[config.mk]
export PLATFORM = sky130hd
export DESIGN_NAME = alu_exec_ctrl
export DESIGN_NICKNAME = d
export VERILOG_FILES = /design/src/rtl/alu_exec_pkg.sv /design/src/rtl/alu_exec_regfile.sv /design/src/rtl/alu_exec_ctrl.sv
export SDC_FILE = /design/constraint.sdc
export NUM_CORES = 1
export LEC_CHECK = 0
export BUFFER_PORTS_ARGS = -buffer_cell sky130_fd_sc_hd__buf_2
export CORE_UTILIZATION = 53
export CTS_CLUSTER_DIAMETER = 200
export DETAILED_ROUTE_END_ITERATION = 10
export PLACE_DENSITY = 0.79
export SYNTH_ARGS = -nofsm -noshare
export SYNTH_HDL_FRONTEND = slang
export SYNTH_SLANG_ARGS = --single-unit
[constraint.sdc]
create_clock -name clk -period 2.1 [get_ports clk]
set_input_delay 0.105 -clock clk [delete_from_list [all_inputs] [get_ports clk]]
set_output_delay 0.105 -clock clk [all_outputs]
set_load 0.005 [all_outputs]
[src/rtl/alu_exec_pkg.sv]
// Shared types and sizes for the ALU sequencing/writeback stage.
// Optional feature macro used by this block: ALU_EXEC_STICKY_OVF_EN.
package alu_exec_pkg;

    localparam int unsigned DATA_W = 8;
    localparam int unsigned REG_N  = 4;
    localparam int unsigned ADDR_W = 2;

    typedef enum logic [2:0] {
        OP_ADD   = 3'd0,
        OP_SHL   = 3'd1,
        OP_SHR   = 3'd2,
        OP_AND   = 3'd3,
        OP_OR    = 3'd4,
        OP_COMP  = 3'd5,
        OP_LOADI = 3'd6,
        OP_NOP   = 3'd7
    } op_e;

    typedef enum logic [1:0] {
        ST_IDLE = 2'd0,
        ST_EXEC = 2'd1,
        ST_WB   = 2'd2
    } state_e;

endpackage

[src/rtl/alu_exec_regfile.sv]
// 4x8 register file: two read ports that load into output registers on
// rd_ld, one write port, and an asynchronous debug read port.
module alu_exec_regfile
    import alu_exec_pkg::*;
(
    input  logic              clk,
    input  logic              rst_n,
    input  logic              rd_ld,
    input  logic [ADDR_W-1:0] rd_addr1,
    input  logic [ADDR_W-1:0] rd_addr2,
    output logic [DATA_W-1:0] rd_data1,
    output logic [DATA_W-1:0] rd_data2,
    input  logic              wr_en,
    input  logic [ADDR_W-1:0] wr_addr,
    input  logic [DATA_W-1:0] wr_data,
    input  logic [ADDR_W-1:0] dbg_addr,
    output logic [DATA_W-1:0] dbg_data
);

    logic [DATA_W-1:0] mem [REG_N];

    // Register storage: cleared on reset, single write port.
    always_ff @(posedge clk or negedge rst_n) begin
        if (!rst_n) begin
            for (int unsigned i = 0; i < REG_N; i++) begin
                mem[i] <= '0;
            end
        end else if (wr_en) begin
            mem[wr_addr] <= wr_data;
        end
    end

    // Read ports capture the addressed registers when an instruction is accepted.
    always_ff @(posedge clk or negedge rst_n) begin
        if (!rst_n) begin
            rd_data1 <= '0;
            rd_data2 <= '0;
        end else if (rd_ld) begin
            rd_data1 <= mem[rd_addr1];
            rd_data2 <= mem[rd_addr2];
        end
    end

    assign dbg_data = mem[dbg_addr];

endmodule

[src/rtl/alu_exec_ctrl.sv]
// Sequencing and writeback stage around a combinational 8-bit ALU.
// IDLE accepts an instruction and loads operands, EXEC lets the ALU settle,
// WB selects the result, writes it back and updates the flags.
// Optional feature macro: ALU_EXEC_STICKY_OVF_EN (sticky overflow flag,
// cleared by ovf_clr; otherwise ovf_clr is ignored).
module alu_exec_ctrl
    import alu_exec_pkg::*;
(
    input  logic        clk,
    input  logic        rst_n,
    input  logic        instr_valid,
    output logic        instr_ready,
    input  logic [2:0]  instr_op,
    input  logic [1:0]  instr_rd,
    input  logic [1:0]  instr_rs,
    input  logic [1:0]  instr_rt,
    input  logic [7:0]  instr_imm,
    output logic [7:0]  alu_in1,
    output logic [7:0]  alu_in2,
    input  logic [8:0]  alu_add,
    input  logic [7:0]  alu_shl,
    input  logic [7:0]  alu_shr,
    input  logic [7:0]  alu_and,
    input  logic [7:0]  alu_or,
    input  logic [7:0]  alu_comp,
    input  logic        alu_ov1,
    input  logic        alu_ov2,
    output logic        done,
    output logic [7:0]  result,
    output logic        flag_c,
    output logic        flag_z,
    output logic        flag_v,
    input  logic [1:0]  dbg_addr,
    output logic [7:0]  dbg_data,
    input  logic        ovf_clr
);

    state_e            state_q, state_d;
    op_e               op_q;
    logic [ADDR_W-1:0] rd_q;
    logic [DATA_W-1:0] imm_q;
    logic              accept;
    logic              wb;
    logic              wb_write;
    logic [DATA_W-1:0] sel_data;
    logic              sel_c;
    logic              sel_v;

    assign accept   = instr_valid && instr_ready;
    assign wb       = (state_q == ST_WB);
    assign wb_write = wb && (op_q != OP_NOP);

    // FSM state register.
    always_ff @(posedge clk or negedge rst_n) begin
        if (!rst_n) begin
            state_q <= ST_IDLE;
        end else begin
            state_q <= state_d;
        end
    end

    // Next-state and handshake: only IDLE accepts, then a fixed EXEC/WB walk.
    always_comb begin
        state_d     = state_q;
        instr_ready = 1'b0;
        case (state_q)
            ST_IDLE: begin
                instr_ready = 1'b1;
                if (instr_valid) state_d = ST_EXEC;
            end
            ST_EXEC: state_d = ST_WB;
            ST_WB:   state_d = ST_IDLE;
            default: state_d = ST_IDLE;
        endcase
    end

    // Latch the instruction fields that are needed after the accept cycle.
    always_ff @(posedge clk or negedge rst_n) begin
        if (!rst_n) begin
            op_q  <= OP_NOP;
            rd_q  <= '0;
            imm_q <= '0;
        end else if (accept) begin
            op_q  <= op_e'(instr_op);
            rd_q  <= instr_rd;
            imm_q <= instr_imm;
        end
    end

    // Pick the opcode's result and its carry/overflow contribution.
    always_comb begin
        sel_data = '0;
        sel_c    = 1'b0;
        sel_v    = 1'b0;
        case (op_q)
            OP_ADD: begin
                sel_data = alu_add[7:0];
                sel_c    = alu_add[8];
                sel_v    = alu_ov1;
            end
            OP_SHL: begin
                sel_data = alu_shl;
                sel_c    = alu_ov2;
            end
            OP_SHR:   sel_data = alu_shr;
            OP_AND:   sel_data = alu_and;
            OP_OR:    sel_data = alu_or;
            OP_COMP:  sel_data = alu_comp;
            OP_LOADI: sel_data = imm_q;
            default:  sel_data = '0;
        endcase
    end

    // Retire: done pulse, held result and status flags.
    always_ff @(posedge clk or negedge rst_n) begin
        if (!rst_n) begin
            done   <= 1'b0;
            result <= '0;
            flag_c <= 1'b0;
            flag_z <= 1'b0;
            flag_v <= 1'b0;
        end else begin
            done <= wb;
            if (wb_write) begin
                result <= sel_data;
                flag_z <= (sel_data == '0);
                flag_c <= sel_c;
            end
`ifdef ALU_EXEC_STICKY_OVF_EN
            // Setting ADD takes priority over a simultaneous clear.
            if (wb_write && sel_v) begin
                flag_v <= 1'b1;
            end else if (ovf_clr) begin
                flag_v <= 1'b0;
            end
`else
            if (wb_write) begin
                flag_v <= sel_v;
            end
`endif
        end
    end

`ifndef ALU_EXEC_STICKY_OVF_EN
    logic unused_ovf_clr;
    assign unused_ovf_clr = ovf_clr;
`endif

    alu_exec_regfile u_regfile (
        .clk      (clk),
        .rst_n    (rst_n),
        .rd_ld    (accept),
        .rd_addr1 (instr_rs),
        .rd_addr2 (instr_rt),
        .rd_data1 (alu_in1),
        .rd_data2 (alu_in2),
        .wr_en    (wb_write),
        .wr_addr  (rd_q),
        .wr_data  (sel_data),
        .dbg_addr (dbg_addr),
        .dbg_data (dbg_data)
    );

endmodule

==> impl_metrics.env <==
export IMPL_worstRegToRegCells=4
export IMPL_timing_rr_end="flag_z$_DFFE_PN0P_"
export IMPL_cts_setup_buffers=0
export IMPL_wl_per_cell_um=17.72
export IMPL_p_per_area_nw_per_um2=1211
export IMPL_synth_area_leaders="dfrtp_1 (45%), mux2_2 (19%), mux4_2 (14%), mux2i_1 (4.0%), dfstp_2 (2.0%)"
export IMPL_yosysTopAreaCell="dfrtp_1"
export IMPL_finClkSkew_ps=7.935
export IMPL_path_clk_slew_ps=70
export IMPL_cts_tree="done"
export IMPL_clk_latency_ps=340
export IMPL_synth_ff_type="dfrtp_1"
export IMPL_cp_slowest_cell="dfstp_2"
export IMPL_netlist_area_um2=4003
export IMPL_synth_edf_count=0
export IMPL_setup_viol=0
export IMPL_worstPathCellList="mux4_2 > o21a_4 > nor4_2 > a32o_2"
export IMPL_cpPeakStageDelay_ps=660
export IMPL_cts_resized=0
export IMPL_crit_end="flag_z$_DFFE_PN0P_"
export IMPL_hold_viol=0
export IMPL_syn2layout_area_growth_pct=24.32
export IMPL_cp_data_arrival_time_ps=2280
export IMPL_holdBufCountCts=12
export IMPL_sw_frac_of_total_pct=32.02
export IMPL_fillCellCount=564
export IMPL_clockBufferDepth=2
export IMPL_die_h_um=88.90
export IMPL_final_antenna_net_count=0
export IMPL_worstHoldStart="alu_ov1"
export IMPL_start_util_pct=54.89
export IMPL_place_congestion=0.8073
export IMPL_vias=2828
export IMPL_critical_path_top_delay_family="flip-flops"
export IMPL_hold_path_class="in -> reg"
export IMPL_antenna_found_initial=0
export IMPL_core_area_um2=7292
export IMPL_met1_usage_pct=30.61
export IMPL_synthTopCellsByCount="dfrtp_1 (72), mux2_2 (69), mux4_2 (25)"
export IMPL_slew_limit_headroom_pct=62.67
export IMPL_synth_avg_cell_area_um2=14.88
export IMPL_tns_ps=0
export IMPL_yosysWarningCount=0
export IMPL_critPathRequiredTime_ps=2380
export IMPL_seq_power_share_pct=42.8
export IMPL_worstSetupPathType="reg -> reg"
export IMPL_syn_nets=343
export IMPL_htree_levels=3
export IMPL_yosysMostFrequentCell="dfrtp_1"
export IMPL_cts_root_buffer_cell="clkbuf_8"
export IMPL_firstDrtPassIters=4
export IMPL_r2r_start="op_q[0]$_DFFE_PN1P_"
export IMPL_maxCapViolCount=0
export IMPL_overflow=0
export IMPL_fmax_mhz=501.2
export IMPL_met3_usage_pct=4.155
export IMPL_synth_top_area_share_pct=45.01
export IMPL_synth_cells=269
export IMPL_min_path_cells=3
export IMPL_fin_crit_ps=1995
export IMPL_irDropWorstVdd_v=0.0005238
export IMPL_grt_pass1_wl_mm=13.97
export IMPL_cp_max_fo=10
export IMPL_combPwrFrac_pct=39.3
export IMPL_fp_dieW_um=88.90
export IMPL_status="finished, final reports clean"
export IMPL_r2r_slack_ps=100
export IMPL_startpoint="op_q[0]$_DFFE_PN1P_"
export IMPL_final_nets=469
export IMPL_grt_busiest_layer="met2"
export IMPL_worst_setup_path_start_kind="register"
export IMPL_ys_types=45
export IMPL_worst_pin_slew_ps=558.3
export IMPL_vias_per_cell=5.667
export IMPL_final_area_um2=4976
export IMPL_clkSinkCount=75
export IMPL_crit_path_end_kind="register"
export IMPL_track_usage_pct=24.21
export IMPL_postSynth_asyncResetShare_pct=100.0
export IMPL_clkPwrFrac_pct=17.9
export IMPL_numCtsBuffers=9
export IMPL_grtUsageMet2_pct=41.61
export IMPL_post_route_period_util_pct=95.02
export IMPL_grt_max_degree=44
export IMPL_p_int_mw=4.095
export IMPL_drcViolationCount=0
export IMPL_drive_above_1_share_pct=62.25
export IMPL_rsz0062_at_grt="no"
export IMPL_slew_violations=0
export IMPL_hpwl_mm=6.216
export IMPL_dieArea_um2=7903
export IMPL_place_area_um2=4653
export IMPL_leakage_nw=2.262
export IMPL_path_depth=4
export IMPL_wl_mm=8.842
export IMPL_p_sw_mw=1.929
export IMPL_critPathBufInv=0
export IMPL_rows=31
export IMPL_yosysSeqAreaShare_pct=46.98
export IMPL_grt_pass1_vias=2784
export IMPL_drt_iter0_markers=128
export IMPL_port_buffers=109
export IMPL_ios=111
export IMPL_diodes=0
export IMPL_ys_ff_latch=75
registers in the layout (all words and copies together) (netlist names), 2 cells and up:
name,count
result,8
state_q,2
u_regfile.rd_data2,8
u_regfile.mem,32
u_regfile.rd_data1,8
rd_q,2
imm_q,8
op_q,3
worst min-delay path by stage:
stage | end
final | flag_v$_DFFE_PN0P_
after detailed placement | u_regfile.mem[28]$_DFFE_PN0P_
after global placement | u_regfile.mem[28]$_DFFE_PN0P_
after floorplan | done$_DFF_PN0_
after global routing | op_q[1]$_DFFE_PN1P_
after CTS | rd_q[1]$_DFFE_PN0P_
power groups by stage:
stage	clock network [mW]	logic, mW	registers [mW]
detailed placement	0	2.35	2.58
finish	1.08	2.37	2.58
CTS	1.10	2.38	2.56
global placement	0	2.30	2.53
global route	1.17	2.57	2.67
floorplan	0	1.65	2.46
logic make-up after synthesis:
logic type / count (synthesis) / share of synthesized area [%]
muxes: 111 / 38.14
buffers and inverters: 20 / 3.188
and+or+nand+nor: 38 / 5.815
DFF: 75 / 46.98
AOI/OAI and AO/OA: 25 / 5.877
layout make-up:
| class | instances | area (um^2) | area share [%] |
|---|---|---|---|
| clock inverter | 6 | 55.05 | 1.106 |
| sequential | 75 | 1881 | 37.79 |
| clock buffer | 10 | 137.6 | 2.766 |
| multi-input combinational | 174 | 1994 | 40.08 |
| tap | 99 | 123.9 | 2.489 |
| inverter | 1 | 3.754 | 0.07543 |
| timing repair buffer | 134 | 780.7 | 15.69 |
placed cells by master (no fill, tap or decap), types with 7 or more instances in the layout:
cell type and n:
buf_4 12, mux2i_1 16, dfrtp_1 72, nand2_1 8, dlygate4sd3_1 13, nor2_1 7
clkbuf_8 10, mux4_2 25, buf_2 108, mux2_2 69
worst register-to-register path: stages, from the launching register on:
cell and delay, ps:
dfstp_2 660, mux4_2 550, o21a_4 240, nor4_2 280, a32o_2 200
layer usage:
layer  wire length, um  share of wire (%)  vias up
met4               197                2.2        0
met1              3689                 42     1442
met3               292                3.3       19
met5                 0                  0        -
met2              4663                 53       71
li1                  -                  -     1296
stage by stage:
step / util, % / hold WS (ps) / total power, mW / std cells / setup WS (ps)
finish: 68.24 / 15.53 / 6.024 / 499 / 104.7
CTS: 68.10 / 0.5973 / 6.048 / 498 / 87.61
global placement: 63.81 / 124.0 / 4.835 / 470 / 156.5
detailed placement: 63.81 / 124.3 / 4.934 / 470 / 108.8
global route: 68.24 / 13.44 / 6.413 / 499 / 2.985
floorplan: - / -190.6 / 4.112 / 269 / 347.1
No activity file was read; power rests on OpenSTA's default activity.
